### src/rtl/sram_like_arbiter.sv
// N-master to 1-slave arbiter for the SRAM-like req/addr_ok/data_ok bus.
// A small ID FIFO sends each data_ok back to the master that issued the request, in issue order.
module sram_like_arbiter #(
  parameter int NUM_M   = 2,
  parameter int DEPTH   = 4,
  parameter int RR_MODE = 0
) (
  input  logic                     clk,
  input  logic                     reset,
  input  logic [NUM_M-1:0]         m_req,
  input  logic [NUM_M-1:0]         m_wr,
  input  logic [2*NUM_M-1:0]       m_size,
  input  logic [4*NUM_M-1:0]       m_wstrb,
  input  logic [32*NUM_M-1:0]      m_addr,
  input  logic [32*NUM_M-1:0]      m_wdata,
  output logic [NUM_M-1:0]         m_addr_ok,
  output logic [NUM_M-1:0]         m_data_ok,
  output logic [31:0]              m_rdata,
  output logic                     s_req,
  output logic                     s_wr,
  output logic [1:0]               s_size,
  output logic [3:0]               s_wstrb,
  output logic [31:0]              s_addr,
  output logic [31:0]              s_wdata,
  input  logic                     s_addr_ok,
  input  logic                     s_data_ok,
  input  logic [31:0]              s_rdata,
  output logic [$clog2(DEPTH):0]   outstanding,
  output logic                     err_unexp
);

  localparam int IDW = $clog2(NUM_M);
  localparam int PW  = $clog2(DEPTH);
  localparam int CW  = PW + 1;

  // Handshake: a request is accepted in the cycle where req and addr_ok are both high;
  // every accepted request is answered by exactly one data_ok later, in issue order.

  logic [IDW-1:0] r_fifo [DEPTH];
  logic [PW-1:0]  r_wptr;
  logic [PW-1:0]  r_rptr;
  logic [CW-1:0]  r_count;
  logic           r_lock_vld;
  logic [IDW-1:0] r_lock_id;
  logic [IDW-1:0] r_rr_ptr;
  logic           r_err;

  logic [IDW-1:0] w_g;
  logic           w_eligible;
  logic           w_push;
  logic           w_pop;
  logic [IDW-1:0] w_head;

  always_comb begin : grant_sel
    logic found;
    int   idx;
    found = 1'b0;
    idx   = 0;
    w_g   = '0;
    if (r_lock_vld) begin
      w_g = r_lock_id;
    end else if (RR_MODE != 0) begin
      for (int k = 0; k < NUM_M; k++) begin
        idx = (int'(r_rr_ptr) + k) % NUM_M;
        if (!found && m_req[idx]) begin
          found = 1'b1;
          w_g   = IDW'(idx);
        end
      end
    end else begin
      for (int i = 0; i < NUM_M; i++) begin
        if (m_req[i]) w_g = IDW'(i);
      end
    end
  end

  // A full FIFO may still accept when a return frees the head slot in the same cycle.
  assign w_eligible = (r_count < CW'(DEPTH)) || s_data_ok;
  assign s_req      = ~reset & w_eligible & m_req[w_g];
  assign w_push     = s_req & s_addr_ok;
  assign w_pop      = s_data_ok & (r_count != '0);
  assign w_head     = r_fifo[r_rptr];

  always_comb begin
    s_wr      = 1'b0;
    s_size    = '0;
    s_wstrb   = '0;
    s_addr    = '0;
    s_wdata   = '0;
    m_addr_ok = '0;
    m_data_ok = '0;
    for (int i = 0; i < NUM_M; i++) begin
      if (w_g == IDW'(i)) begin
        s_wr    = m_wr[i];
        s_size  = m_size[2*i +: 2];
        s_wstrb = m_wstrb[4*i +: 4];
        s_addr  = m_addr[32*i +: 32];
        s_wdata = m_wdata[32*i +: 32];
      end
    end
    m_addr_ok[w_g] = w_push;
    if (w_pop) m_data_ok[w_head] = 1'b1;
  end

  assign m_rdata     = s_rdata;
  assign outstanding = r_count;
  assign err_unexp   = r_err;

  always_ff @(posedge clk) begin
    if (w_push) r_fifo[r_wptr] <= w_g;
  end

  always_ff @(posedge clk or posedge reset) begin
    if (reset) begin
      r_wptr     <= '0;
      r_rptr     <= '0;
      r_count    <= '0;
      r_lock_vld <= 1'b0;
      r_lock_id  <= '0;
      r_rr_ptr   <= '0;
      r_err      <= 1'b0;
    end else begin
      if (w_push) r_wptr <= r_wptr + PW'(1);
      if (w_pop)  r_rptr <= r_rptr + PW'(1);
      case ({w_push, w_pop})
        2'b10:   r_count <= r_count + CW'(1);
        2'b01:   r_count <= r_count - CW'(1);
        default: r_count <= r_count;
      endcase
      // Lock holds a stalled grant; it drops on accept or when the master withdraws.
      r_lock_vld <= s_req & ~s_addr_ok;
      if (s_req & ~s_addr_ok) r_lock_id <= w_g;
      if ((RR_MODE != 0) && w_push)
        r_rr_ptr <= (w_g == IDW'(NUM_M - 1)) ? '0 : w_g + IDW'(1);
      if (s_data_ok && (r_count == '0)) r_err <= 1'b1;
    end
  end

endmodule

### config.mk
export PLATFORM = sky130hd
export DESIGN_NAME = sram_like_arbiter
export DESIGN_NICKNAME = d
export VERILOG_FILES = /design/src/rtl/sram_like_arbiter.sv
export SDC_FILE = /design/constraint.sdc
export NUM_CORES = 1
export LEC_CHECK = 0
export ABC_AREA = 0
export BUFFER_PORTS_ARGS = -buffer_cell sky130_fd_sc_hd__buf_4
export CORE_AREA = 2 2 114 116
export CTS_CLUSTER_DIAMETER = 200
export CTS_CLUSTER_SIZE = 16
export DETAILED_ROUTE_END_ITERATION = 12
export DIE_AREA = 0 0 116 118
export HOLD_SLACK_MARGIN = 0.1
export MAX_ROUTING_LAYER = met4
export PLACE_DENSITY = 0.56
export SETUP_SLACK_MARGIN = 0.5
export SLEW_MARGIN = 20
export SYNTH_ARGS = -nofsm -noshare
export SYNTH_HDL_FRONTEND = slang
export SYNTH_SLANG_ARGS = --single-unit
export TNS_END_PERCENT = 30
### constraint.sdc
create_clock -name clk -period 1.9 [get_ports clk]
set_clock_uncertainty 0.1 [all_clocks]
set_input_delay 0.38 -clock clk [delete_from_list [all_inputs] [get_ports clk]]
set_output_delay 0.38 -clock clk [all_outputs]
set_load 0.005 [all_outputs]
==> metrics.txt <==
# TYPE chip_impl_metric gauge
chip_impl_info{name="run_status",value="finished, violations left"} 1
chip_impl_info{name="violations",value="negative setup slack"} 1
chip_impl_metric{name="wirelength_routed",unit="um"} 10900
chip_impl_metric{name="cts_inserted_buffers",unit=""} 3
chip_impl_metric{name="final_max_slew_viol_count",unit=""} 0
chip_impl_metric{name="fin_cells",unit=""} 719
chip_impl_metric{name="detail_route.vias_per_cell",unit=""} 3.99
chip_impl_metric{name="power.ir.vdd_worst",unit="mV"} 0.321
chip_impl_metric{name="cts_sinks",unit=""} 14
chip_impl_metric{name="synthCells",unit=""} 325
chip_impl_metric{name="syn_to_final_growth",unit="%"} 155
chip_impl_metric{name="die_height",unit="um"} 118
chip_impl_metric{name="initial_utilization",unit=""} 0.149
chip_impl_metric{name="ant_nets",unit=""} 0
chip_impl_metric{name="placement.io_buffers",unit=""} 227
chip_impl_metric{name="antenna_diode_count",unit=""} 0
chip_impl_info{name="timing.setup.critical_path_class",value="reg -> out"} 1
chip_impl_info{name="cts.root.buffer_cell",value="sky130_fd_sc_hd__clkbuf_16"} 1
chip_impl_metric{name="gr-total-overflow",unit=""} 0
chip_impl_info{name="cp_capture_point",value="s_wdata[12]"} 1
chip_impl_metric{name="slew_headroom",unit=""} 0.680
chip_impl_metric{name="final_net_count",unit=""} 734
chip_impl_metric{name="ys.warnings.count",unit=""} 0
chip_impl_info{name="setup_repair_after_global_routing_missed_its_margin",value="true"} 1
chip_impl_metric{name="report.final.setup_viol",unit=""} 77
chip_impl_metric{name="grt_pass1_vias",unit=""} 2736
chip_impl_metric{name="synthesis.area",unit="um^2"} 1850
chip_impl_info{name="cts_tree",value="yes"} 1
chip_impl_info{name="slowest_stage",value="sky130_fd_sc_hd__dfrtp_1"} 1
chip_impl_metric{name="firstDrtPassIters",unit=""} 4
chip_impl_metric{name="gp_routability_congestion",unit=""} 0.841
chip_impl_metric{name="critPathMaxStageDelay",unit="ps"} 400
chip_impl_metric{name="final.setup.worst_slack",unit="ps"} -243
chip_impl_info{name="critical_path.reg2reg.startpoint",value="r_lock_vld"} 1
chip_impl_metric{name="period_needed",unit="ps"} 2140
chip_impl_info{name="critical_path.reg2reg.endpoint",value="outstanding[2]"} 1
chip_impl_metric{name="placement_rows",unit=""} 41
chip_impl_metric{name="die_w",unit="um"} 116
chip_impl_metric{name="initialDrtViolationCount",unit=""} 56
chip_impl_metric{name="final_hold_viol_count",unit=""} 0
chip_impl_info{name="worstPathCellList",value="mux2i_4, buf_8, buf_12, buf_16, nand2_4, nand2_2, buf_6"} 1
chip_impl_info{name="critPathTopFamily",value="buffers and inverters"} 1
chip_impl_metric{name="synth_seq_area_share",unit=""} 0.200
chip_impl_metric{name="grt.total_usage",unit=""} 0.129
chip_impl_metric{name="grt_pass1_wl",unit="um"} 13500
chip_impl_metric{name="worstPathArrival",unit="ps"} 1660
chip_impl_metric{name="totalPowerFinal",unit="mW"} 3.20
chip_impl_metric{name="antenna_found_initial",unit=""} 0
chip_impl_metric{name="num-fill-cells",unit=""} 1274
chip_impl_metric{name="dp.cells",unit=""} 690
chip_impl_metric{name="clk_pin_slew",unit="ps"} 50
chip_impl_info{name="critical_path.endpoint_type",value="output pin"} 1
chip_impl_metric{name="place.detailed.hpwl",unit="um"} 6940
chip_impl_metric{name="clk_latency",unit="ps"} 250
chip_impl_metric{name="worst-path-max-fanout",unit=""} 6
chip_impl_metric{name="ioPinCount",unit=""} 292
chip_impl_metric{name="worst-slew-pin-transition",unit="ps"} 479
chip_impl_metric{name="synthDominantCellAreaShare",unit=""} 0.438
chip_impl_metric{name="ys_seq_elements",unit=""} 14
chip_impl_metric{name="worstSetupPathDepth",unit=""} 7
chip_impl_metric{name="max-cap-violations",unit=""} 0
chip_impl_metric{name="post_synth.cell_area_avg",unit="um^2"} 5.70
chip_impl_info{name="yosys-top-cells-area",value="sky130_fd_sc_hd__nand2_1 44%, sky130_fd_sc_hd__dfrtp_1 14%, sky130_fd_sc_hd__buf_4 13%"} 1
chip_impl_info{name="start_kind",value="flip-flop"} 1
chip_impl_metric{name="h-tree-depth",unit=""} 1
chip_impl_metric{name="cp.required",unit="ps"} 1420
chip_impl_info{name="holdCritPathClass",value="in -> reg"} 1
chip_impl_metric{name="power_density_cells",unit="nW/um^2"} 676
chip_impl_metric{name="timing.hold.ws",unit="ps"} 223
chip_impl_metric{name="fmax",unit="MHz"} 467
chip_impl_metric{name="min_period_over_period",unit=""} 1.13
chip_impl_metric{name="count_of_buffering_cells_on_the_critical_path_with_inverters_included",unit=""} 4
chip_impl_metric{name="clk_path_buf_depth",unit=""} 2
chip_impl_metric{name="via_count",unit=""} 2866
chip_impl_metric{name="static-leakage-power",unit="nW"} 2.59
chip_impl_metric{name="maximum_number_of_pins_on_one_net_before_global_route_repair",unit=""} 21
chip_impl_metric{name="synthDistinctLibCells",unit=""} 28
chip_impl_info{name="cp-startpoint",value="r_lock_vld"} 1
chip_impl_metric{name="syn_nets",unit=""} 511
chip_impl_metric{name="worst-r2r-setup-slack",unit="ps"} -190
chip_impl_info{name="synth_top_area_cell",value="sky130_fd_sc_hd__nand2_1"} 1
chip_impl_metric{name="drc",unit=""} 0
chip_impl_metric{name="reg2regPathDepth",unit=""} 11
chip_impl_metric{name="post_route_cells_drive_above_1_share",unit=""} 0.678
chip_impl_metric{name="dpl_worst_slack",unit="ps"} -218
chip_impl_metric{name="placeableCoreArea",unit="um^2"} 12400
chip_impl_metric{name="die-area",unit="um^2"} 13700
chip_impl_metric{name="wl_per_cell",unit="um"} 15.1
-- cell usage in the layout, fill, tap and decap left out, drive strengths merged, types with 4 or more instances in the layout --
master  count
buf       256
nand2     216
clkbuf     11
dfrtp      10
inv         9
nor2        7
and2        5
ha          5
edfxtp      4
xnor2       4
-- worst register-to-register path: cells and delay by family (launching register included) --
| family | cells | cell delay (ps) |
|---|---|---|
| xor+xnor | 2 | 300 |
| fa+ha+maj | 2 | 460 |
| buf+inv | 3 | 190 |
| flops | 1 | 400 |
| mux | 1 | 310 |
| simple gates | 3 | 270 |
-- Yosys cell counts, drive strengths merged --
| cell | instances |
|---|---|
| nand2 | 216 |
| buf | 46 |
| dfrtp | 10 |
| inv | 10 |
| nor2 | 7 |
| and2 | 5 |
| ha | 5 |
| edfxtp | 4 |
| xnor2 | 4 |
| mux2i | 2 |
| nand2b | 2 |
| nor3 | 2 |
| xor2 | 2 |
| a21o | 1 |
| clkbuf | 1 |
| fa | 1 |
| mux2 | 1 |
| mux4 | 1 |
| nand3 | 1 |
| nand3b | 1 |
| nand4 | 1 |
| o21ai | 1 |
| o31ai | 1 |
-- worst min path at each step --
stage / startpoint / to / slack [ps] / cells after the start
floorplan: reset / err_unexp / 80 / 1
global placement: reset / r_lock_vld / 310 / 3
detailed placement: reset / r_lock_vld / 310 / 3
CTS: s_addr_ok / r_lock_vld / 220 / 2
global route: s_addr_ok / r_lock_vld / 220 / 2
finish: s_addr_ok / r_lock_vld / 220 / 2
-- stage by stage --
step,cell area (um^2),TNS (ps),util
floorplan,1870,-176,-
global placement,3610,-5450,0.291
detailed placement,3610,-7150,0.291
CTS,4020,-14100,0.324
global route,4730,-19900,0.381
finish,4730,-14530,0.381
-- logic make-up (layout without fill, tap and decap cells) --
| kind of cell | after synthesis | count (layout) | share of synthesized area |
|---|---|---|---|
| AOI/OAI and AO/OA | 3 | 3 | 0.0108 |
| xor gates and xnor gates | 6 | 6 | 0.0284 |
| adders and majority gates | 6 | 6 | 0.0446 |
| buffers and inverters | 57 | 279 | 0.186 |
| DFF | 14 | 14 | 0.200 |
| muxes | 4 | 4 | 0.0311 |
| and+or+nand+nor | 235 | 235 | 0.499 |
-- power by group --
part	switching (mW)	internal, mW
Sequential	0.0950	0.423
Combinational	0.950	1.32
Clock	0.127	0.279
-- final cells by class --
| cell class | instances | area (um^2) | area share |
|---|---|---|---|
| clock buffers | 3 | 75.1 | 0.0159 |
| well taps | 172 | 215 | 0.0455 |
| clock inverters | 1 | 3.75 | 0.000794 |
| multi-input cells | 254 | 1510 | 0.320 |
| inverters | 10 | 43.8 | 0.00927 |
| repair buffers | 265 | 2500 | 0.530 |
| flip-flops and latches | 14 | 370 | 0.0784 |
-- state kept, by name (all words and copies together), names as in the netlist --
signal	cells
r_lock_id	1
r_fifo	4
r_wptr	2
err_unexp	1
r_rptr	2
r_lock_vld	1
outstanding	3
-- timing repair --
item / in CTS / in global routing
setup endpoints to repair: 90 / 91
endpoints found under the hold margin: 10 / 0
buffers inserted: 5 / 3
resized for setup: 37 / 129
gates cloned: 5 / 11
hold buffers: 1 / 0
pin swaps: 9 / 59
-- per-layer routing --
metal | wire length, um | vias to the layer above | global-route usage | part of all wire
li1 | - | 1391 | - | -
met1 | 3880 | 1273 | 0.134 | 0.36
met2 | 5680 | 177 | 0.242 | 0.52
met3 | 1040 | 25 | 0.0324 | 0.096
met4 | 253 | 0 | 0.0283 | 0.023
met5 | 0 | - | - | 0
Note: power is estimated with default switching activity, not from simulation.
